**src/rtl/ring_mem_requester_pkg.sv**
```systemverilog
// Shared ring-protocol constants and types for the memory requester slice.
// Slot-type codes and Address-slot bit positions match the ring defines used by the controller.
package ring_mem_requester_pkg;

   localparam logic [3:0] SLOT_NULL      = 4'd0;
   localparam logic [3:0] SLOT_TOKEN     = 4'd1;
   localparam logic [3:0] SLOT_ADDRESS   = 4'd2;
   localparam logic [3:0] SLOT_WRITEDATA = 4'd3;

   localparam int ADDR_READ_BIT = 28;
   localparam int ADDR_EXCL_BIT = 29;

   typedef enum logic [2:0] {
      S_IDLE       = 3'd0,
      S_WAIT_TOKEN = 3'd1,
      S_SEND_ADDR  = 3'd2,
      S_SEND_WDATA = 3'd3,
      S_RELEASE    = 3'd4,
      S_WAIT_RD    = 3'd5
   } state_t;

   typedef enum logic [2:0] {
      SEL_FWD   = 3'd0,
      SEL_NULL  = 3'd1,
      SEL_ADDR  = 3'd2,
      SEL_WDATA = 3'd3,
      SEL_TOKEN = 3'd4
   } slot_sel_t;

   typedef struct packed {
      logic [31:0] data;
      logic [3:0]  stype;
      logic [3:0]  src;
   } slot_t;

endpackage

```
**src/rtl/ring_mem_requester_slot_mux.sv**
```systemverilog
// Chooses what the requester drives onto the ring output registers this cycle.
module ring_slot_mux
   import ring_mem_requester_pkg::*;
(
   input  slot_sel_t   sel_i,
   input  slot_t       fwd_i,
   input  logic [31:0] addr_i,
   input  logic [31:0] wdata_i,
   input  logic [3:0]  core_i,
   output slot_t       slot_o
);

   always_comb begin
      slot_o = fwd_i;
      case (sel_i)
         SEL_NULL:  slot_o = '{data: 32'd0,   stype: SLOT_NULL,      src: 4'd0};
         SEL_ADDR:  slot_o = '{data: addr_i,  stype: SLOT_ADDRESS,   src: core_i};
         SEL_WDATA: slot_o = '{data: wdata_i, stype: SLOT_WRITEDATA, src: core_i};
         SEL_TOKEN: slot_o = '{data: 32'd0,   stype: SLOT_TOKEN,     src: 4'd0};
         default:   slot_o = fwd_i;
      endcase
   end

endmodule

```
**src/rtl/ring_mem_requester.sv**
```systemverilog
// Core-side ring initiator: captures the token, issues one cache-line read or
// writeback, re-emits the token and collects returned read words.
module ring_mem_requester
   import ring_mem_requester_pkg::*;
#(
   parameter int LINE_WORDS = 8,
   parameter int LINE_BITS  = 28,
   parameter int RD_TIMEOUT = 4096
) (
   input  logic                 clock,
   input  logic                 reset,
   input  logic [3:0]           whichCore,
   input  logic [31:0]          RingIn,
   input  logic [3:0]           SlotTypeIn,
   input  logic [3:0]           SourceIn,
   input  logic [31:0]          RDreturn,
   input  logic [3:0]           RDdest,
   output logic [31:0]          RingOut,
   output logic [3:0]           SlotTypeOut,
   output logic [3:0]           SourceOut,
   input  logic                 req_valid,
   output logic                 req_ready,
   input  logic                 req_write,
   input  logic                 req_excl,
   input  logic [LINE_BITS-1:0] req_line,
   input  logic [31:0]          wr_data,
   output logic                 wr_pop,
   output logic [31:0]          rd_data,
   output logic                 rd_valid,
   output logic                 rd_last,
   output logic                 rd_timeout
);

   localparam int CNT_W = $clog2(LINE_WORDS);
   localparam logic [CNT_W-1:0] CNT_LAST = CNT_W'(LINE_WORDS - 1);

   state_t               state_q;
   logic                 write_q, excl_q;
   logic [LINE_BITS-1:0] line_q;
   logic [CNT_W-1:0]     cnt_q;
   logic [31:0]          wd_q;
   slot_t                slot_q, slot_d;
   slot_sel_t            sel;
   logic [31:0]          addr_w;
   logic                 rd_hit, holding;
   logic [31:0]          rd_data_q;
   logic                 rd_valid_q, rd_last_q, rd_timeout_q;

   assign rd_hit  = (RDdest == whichCore) && (RDdest != 4'd0);
   assign holding = (state_q == S_SEND_ADDR) || (state_q == S_SEND_WDATA) ||
                    (state_q == S_RELEASE);

   always_comb begin
      addr_w                  = '0;
      addr_w[LINE_BITS-1:0]   = line_q;
      addr_w[ADDR_READ_BIT]   = ~write_q;
      addr_w[ADDR_EXCL_BIT]   = excl_q;
   end

   // Token is swallowed by emitting Null in the cycle it arrives.
   always_comb begin
      sel = SEL_FWD;
      case (state_q)
         S_WAIT_TOKEN: sel = (SlotTypeIn == SLOT_TOKEN) ? SEL_NULL : SEL_FWD;
         S_SEND_ADDR:  sel = SEL_ADDR;
         S_SEND_WDATA: sel = SEL_WDATA;
         S_RELEASE:    sel = SEL_TOKEN;
         default:      sel = SEL_FWD;
      endcase
   end

   ring_slot_mux u_mux (
      .sel_i   (sel),
      .fwd_i   ('{data: RingIn, stype: SlotTypeIn, src: SourceIn}),
      .addr_i  (addr_w),
      .wdata_i (wr_data),
      .core_i  (whichCore),
      .slot_o  (slot_d)
   );

   always_ff @(posedge clock) begin
      if (reset) begin
         state_q      <= S_IDLE;
         slot_q       <= '{data: 32'd0, stype: SLOT_NULL, src: 4'd0};
         write_q      <= 1'b0;
         excl_q       <= 1'b0;
         line_q       <= '0;
         cnt_q        <= '0;
         wd_q         <= '0;
         rd_data_q    <= '0;
         rd_valid_q   <= 1'b0;
         rd_last_q    <= 1'b0;
         rd_timeout_q <= 1'b0;
      end else begin
         slot_q       <= slot_d;
         rd_valid_q   <= 1'b0;
         rd_last_q    <= 1'b0;
         rd_timeout_q <= 1'b0;
         case (state_q)
            S_IDLE: if (req_valid) begin
               write_q <= req_write;
               excl_q  <= req_excl;
               line_q  <= req_line;
               state_q <= S_WAIT_TOKEN;
            end
            S_WAIT_TOKEN: if (SlotTypeIn == SLOT_TOKEN) state_q <= S_SEND_ADDR;
            S_SEND_ADDR:  state_q <= write_q ? S_SEND_WDATA : S_RELEASE;
            S_SEND_WDATA: begin
               cnt_q <= cnt_q + 1'b1;
               if (cnt_q == CNT_LAST) state_q <= S_RELEASE;
            end
            S_RELEASE: begin
               wd_q    <= '0;
               state_q <= write_q ? S_IDLE : S_WAIT_RD;
            end
            S_WAIT_RD: begin
               if (rd_hit) begin
                  rd_data_q  <= RDreturn;
                  rd_valid_q <= 1'b1;
                  cnt_q      <= cnt_q + 1'b1;
                  wd_q       <= '0;
                  if (cnt_q == CNT_LAST) begin
                     rd_last_q <= 1'b1;
                     state_q   <= S_IDLE;
                  end
               end else if (RD_TIMEOUT != 0) begin
                  // Re-arms after each pulse; the request is never re-issued.
                  if (wd_q == 32'(RD_TIMEOUT - 1)) begin
                     rd_timeout_q <= 1'b1;
                     wd_q         <= '0;
                  end else begin
                     wd_q <= wd_q + 32'd1;
                  end
               end
            end
            default: state_q <= S_IDLE;
         endcase
      end
   end

   assign RingOut     = slot_q.data;
   assign SlotTypeOut = slot_q.stype;
   assign SourceOut   = slot_q.src;
   assign req_ready   = (state_q == S_IDLE);
   assign wr_pop      = (state_q == S_SEND_WDATA);
   assign rd_data     = rd_data_q;
   assign rd_valid    = rd_valid_q;
   assign rd_last     = rd_last_q;
   assign rd_timeout  = rd_timeout_q;

   // Only the token holder may insert, and returns must only target an outstanding read.
   a_ring_quiet: assert property (@(posedge clock) disable iff (reset)
      holding |-> (SlotTypeIn == SLOT_NULL));
   a_rd_unexpected: assert property (@(posedge clock) disable iff (reset)
      !(rd_hit && (state_q != S_WAIT_RD)));

endmodule

```
**config.mk**
```make
export PLATFORM = sky130hd
export DESIGN_NAME = ring_mem_requester
export DESIGN_NICKNAME = d
export VERILOG_FILES = /design/src/rtl/ring_mem_requester_pkg.sv /design/src/rtl/ring_mem_requester_slot_mux.sv /design/src/rtl/ring_mem_requester.sv
export SDC_FILE = /design/constraint.sdc
export NUM_CORES = 1
export LEC_CHECK = 0
export ABC_AREA = 0
export CAP_MARGIN = 10
export CORE_ASPECT_RATIO = 1.25
export CORE_MARGIN = 1.5
export CORE_UTILIZATION = 26
export CTS_BUF_LIST = sky130_fd_sc_hd__clkbuf_4
export DETAILED_ROUTE_END_ITERATION = 10
export PLACE_DENSITY = 0.49
export SYNTH_ARGS = -nofsm -noshare
export SYNTH_HDL_FRONTEND = slang
export SYNTH_HIERARCHICAL = 1
export SYNTH_SLANG_ARGS = --single-unit
```
**constraint.sdc**
```tcl
create_clock -name clock -period 2.5 [get_ports clock]
set_input_delay 0.5 -clock clock [delete_from_list [all_inputs] [get_ports clock]]
set_output_delay 0.5 -clock clock [all_outputs]
set_load 0.05 [all_outputs]
```
==> impl_metrics.json <==
{
  "core_area_um2": 23700,
  "htreeDepth": 4,
  "reg2reg_slack_ps": 390,
  "path_max_fanout": 11,
  "post_cts_resized": 0,
  "hold-worst-slack_ps": 398,
  "drtPass1Iterations": 5,
  "overflow": 0,
  "period_minus_slack_ps": 2270,
  "setup_viol": 0,
  "finish.utilization_pct": 39.3,
  "vias": 5621,
  "ys_top_cells_by_area": "dfxtp_1 46%, nand2_1 8.7%, a21oi_1 5.4%, mux2i_1 5.4%, o2bb2ai_2 4.8%",
  "drive_gt1_share_pct": 10.5,
  "hold_viol": 0,
  "ctsHoldBuffers": 0,
  "postLayoutCellArea_um2": 9320,
  "final_max_slew_viol_count": 0,
  "netlist_instances": 702,
  "drcViolationCount": 0,
  "syn_area_um2": 6260,
  "die_x_um": 142,
  "ant_nets": 0,
  "ys.warnings.count": 6,
  "ys_types": 52,
  "place_congestion": 0.742,
  "min_from": "reset",
  "avgSynthCellArea_um2": 8.92,
  "hold_class": "input port to flip-flop",
  "die_area_um2": 25000,
  "chipHeight_um": 177,
  "grt_pass1_vias": 5550,
  "root_buffer": "clkbuf_4",
  "max_slew_margin_pct": 48.2,
  "r2r-start": "wd_q[0]",
  "clock_latency_ps": 540,
  "worst-setup-path-type": "flip-flop to output port",
  "dpl_cell_area_um2": 9030,
  "placed_cells": 1238,
  "io_buffers": 221,
  "timing.fmax_ghz": 0.441,
  "clock_path_buffers": 2,
  "post_drt_wl_per_cell_um": 15.1,
  "wirelength_um": 19200,
  "start_kind": "flip-flop",
  "cts_sinks": 143,
  "min_to": "state_q[2]",
  "io_pins": 222,
  "cp.required_ps": 2000,
  "start_util_pct": 26.4,
  "synth.top_cell.area_share_pct": 45.7,
  "n_fill_cell": 2427,
  "synth_largest_area_cell": "dfxtp_1",
  "stdcell_count": 1271,
  "p_total_mw": 4.86,
  "grt_pass1_wl_um": 29900,
  "drt_iter0_markers": 255,
  "grtUsageTotal_pct": 15.4,
  "cap_viol_max_count": 0,
  "synth-seq-area-share_pct": 45.7,
  "routed_via_density": 4.42,
  "status": "finished, final reports clean",
  "setup.worst_path.end_class": "output port",
  "dp_hpwl_um": 13600,
  "critical_path_arrival_ps": 1770,
  "cts.reportedPaths.clkPinSlew_ps": 150,
  "ys.flop_type": "dfxtp_1",
  "ys_ff_latch": 143,
  "rows": 63,
  "reg2reg_to": "rd_timeout",
  "multi_input_area_um2": 3110,
  "synth_edf_count": 0,
  "vdd_drop_max_uv": 214,
  "ff2ff_path_depth": 6,
  "fin_crit_sh_pct": 90.7,
  "p_per_area_nw_per_um2": 522,
  "rsz0062_at_grt": "no",
  "finClkSkew_ps": 30.4,
  "cts_tree": "built",
  "p_leak_nw": 3.26,
  "min_path_cells": 4,
  "grt_antenna_before_repair": 1,
  "tightest_slew_ps": 774,
  "async_flop_share_pct": 0,
  "regArea_um2": 2860,
  "layout.nets": 1080,
  "cts_made_buffers": 17,
  "syn2layout_area_growth_pct": 48.8,
  "post_cts_buffers": 0,
  "grt_max_degree": 58
}
flip-flops by register name (all words and copies together) (netlist names):
signal	cells
rd_data	32
rd_valid	1
rd_last	1
excl_q	1
SlotTypeOut	4
RingOut	32
line_q	28
write_q	1
rd_timeout	1
wd_q	32
SourceOut	4
state_q	3
cnt_q	3
logic make-up (layout without fill, tap and decap cells):
family,after synthesis,in the layout,share of synthesized area (%)
adders and majority gates,3,3,0.599
and+or+nand+nor,304,304,23.1
AOI/OAI and AO/OA,131,131,15.8
buffers and inverters,56,298,4.93
DFF,143,143,45.7
other,1,3,0.0599
xor gates and xnor gates,28,28,4.04
muxes,36,36,5.79
worst max-delay path, cell delays in order (launching register included):
cell and delay (ps):
dfxtp_1 540, nor2b_1 240, and2_1 290, buf_12 180
per-layer routing:
metal  wire length, µm  track usage, %  share of wire [%]  vias up
met5                 0               0                  0        -
met4               312            5.11                1.6        0
met3               948            4.61                4.9       16
met2              9690            26.4                 51      117
met1              8210            18.3                 43     2627
li1                  -               -                  -     2861
cell usage after synthesis (all sizes together), types with 3 or more instances:
cell,n
ha,3
clkbuf,24
nor4,5
a21oi,68
buf,24
a22o,4
a31oi,4
xnor2,3
nor3,5
nand2b,3
mux2i,34
o21ai,9
and4,6
nand3,20
and3,9
dfxtp,143
xor2,25
nor2,39
nand2,146
nor2b,45
inv,8
o2bb2ai,32
and2,5
nand4,14
cells in the final DEF, fill, tap and decap left out, types with 3 or more instances in the layout:
| master | n |
|---|---|
| a21oi_1 | 68 |
| a22o_1 | 4 |
| a31oi_1 | 4 |
| and2_1 | 5 |
| and3_1 | 9 |
| and4_1 | 6 |
| buf_12 | 11 |
| buf_4 | 29 |
| clkbuf_4 | 17 |
| clkdlybuf4s50_1 | 218 |
| clkinvlp_4 | 5 |
| dfxtp_1 | 143 |
| ha_1 | 3 |
| inv_1 | 8 |
| inv_6 | 5 |
| mux2i_1 | 34 |
| nand2_1 | 146 |
| nand3_1 | 20 |
| nand4_1 | 14 |
| nor2_1 | 38 |
| nor2b_1 | 45 |
| nor3_1 | 4 |
| nor4_1 | 5 |
| o21ai_0 | 8 |
| o2bb2ai_1 | 12 |
| o2bb2ai_2 | 20 |
| xnor2_1 | 3 |
| xor2_1 | 24 |
cell type report:
cell class / instances / share of cell area (%)
timing repair buffer: 258 / 28.1
tap: 325 / 4.36
sequential: 143 / 30.7
multi-input combinational: 504 / 33.4
clock inverter: 15 / 1.69
clock buffer: 17 / 1.37
inverter: 8 / 0.322
antenna: 1 / 0.0268
through the flow:
step | setup TNS (ps) | worst slack, ps
after floorplan | 0 | 75.7
after global placement | -11820 | -334
after detailed placement | -9020 | -277
after CTS | 0 | 161
after global routing | 0 | 48.7
final | 0 | 231
worst max-delay path by stage:
stage / start / to / slack [ps] / depth (start not counted)
after floorplan: state_q[1] / excl_q / 80 / 6
after global placement: SlotTypeIn[1] / RingOut[8] / -330 / 10
after detailed placement: SlotTypeIn[1] / RingOut[5] / -280 / 10
after CTS: state_q[1] / wr_pop / 160 / 3
after global routing: state_q[1] / wr_pop / 50 / 3
final: state_q[1] / wr_pop / 230 / 3
report_power, final:
group | internal [mW] | total (mW) | switching [mW]
clock network | 0.602 | 1.53 | 0.932
registers | 2.37 | 2.40 | 0.0389
logic | 0.460 | 0.924 | 0.464
total | 3.43 | 4.86 | 1.44
Power figures use the tool's default switching activity.
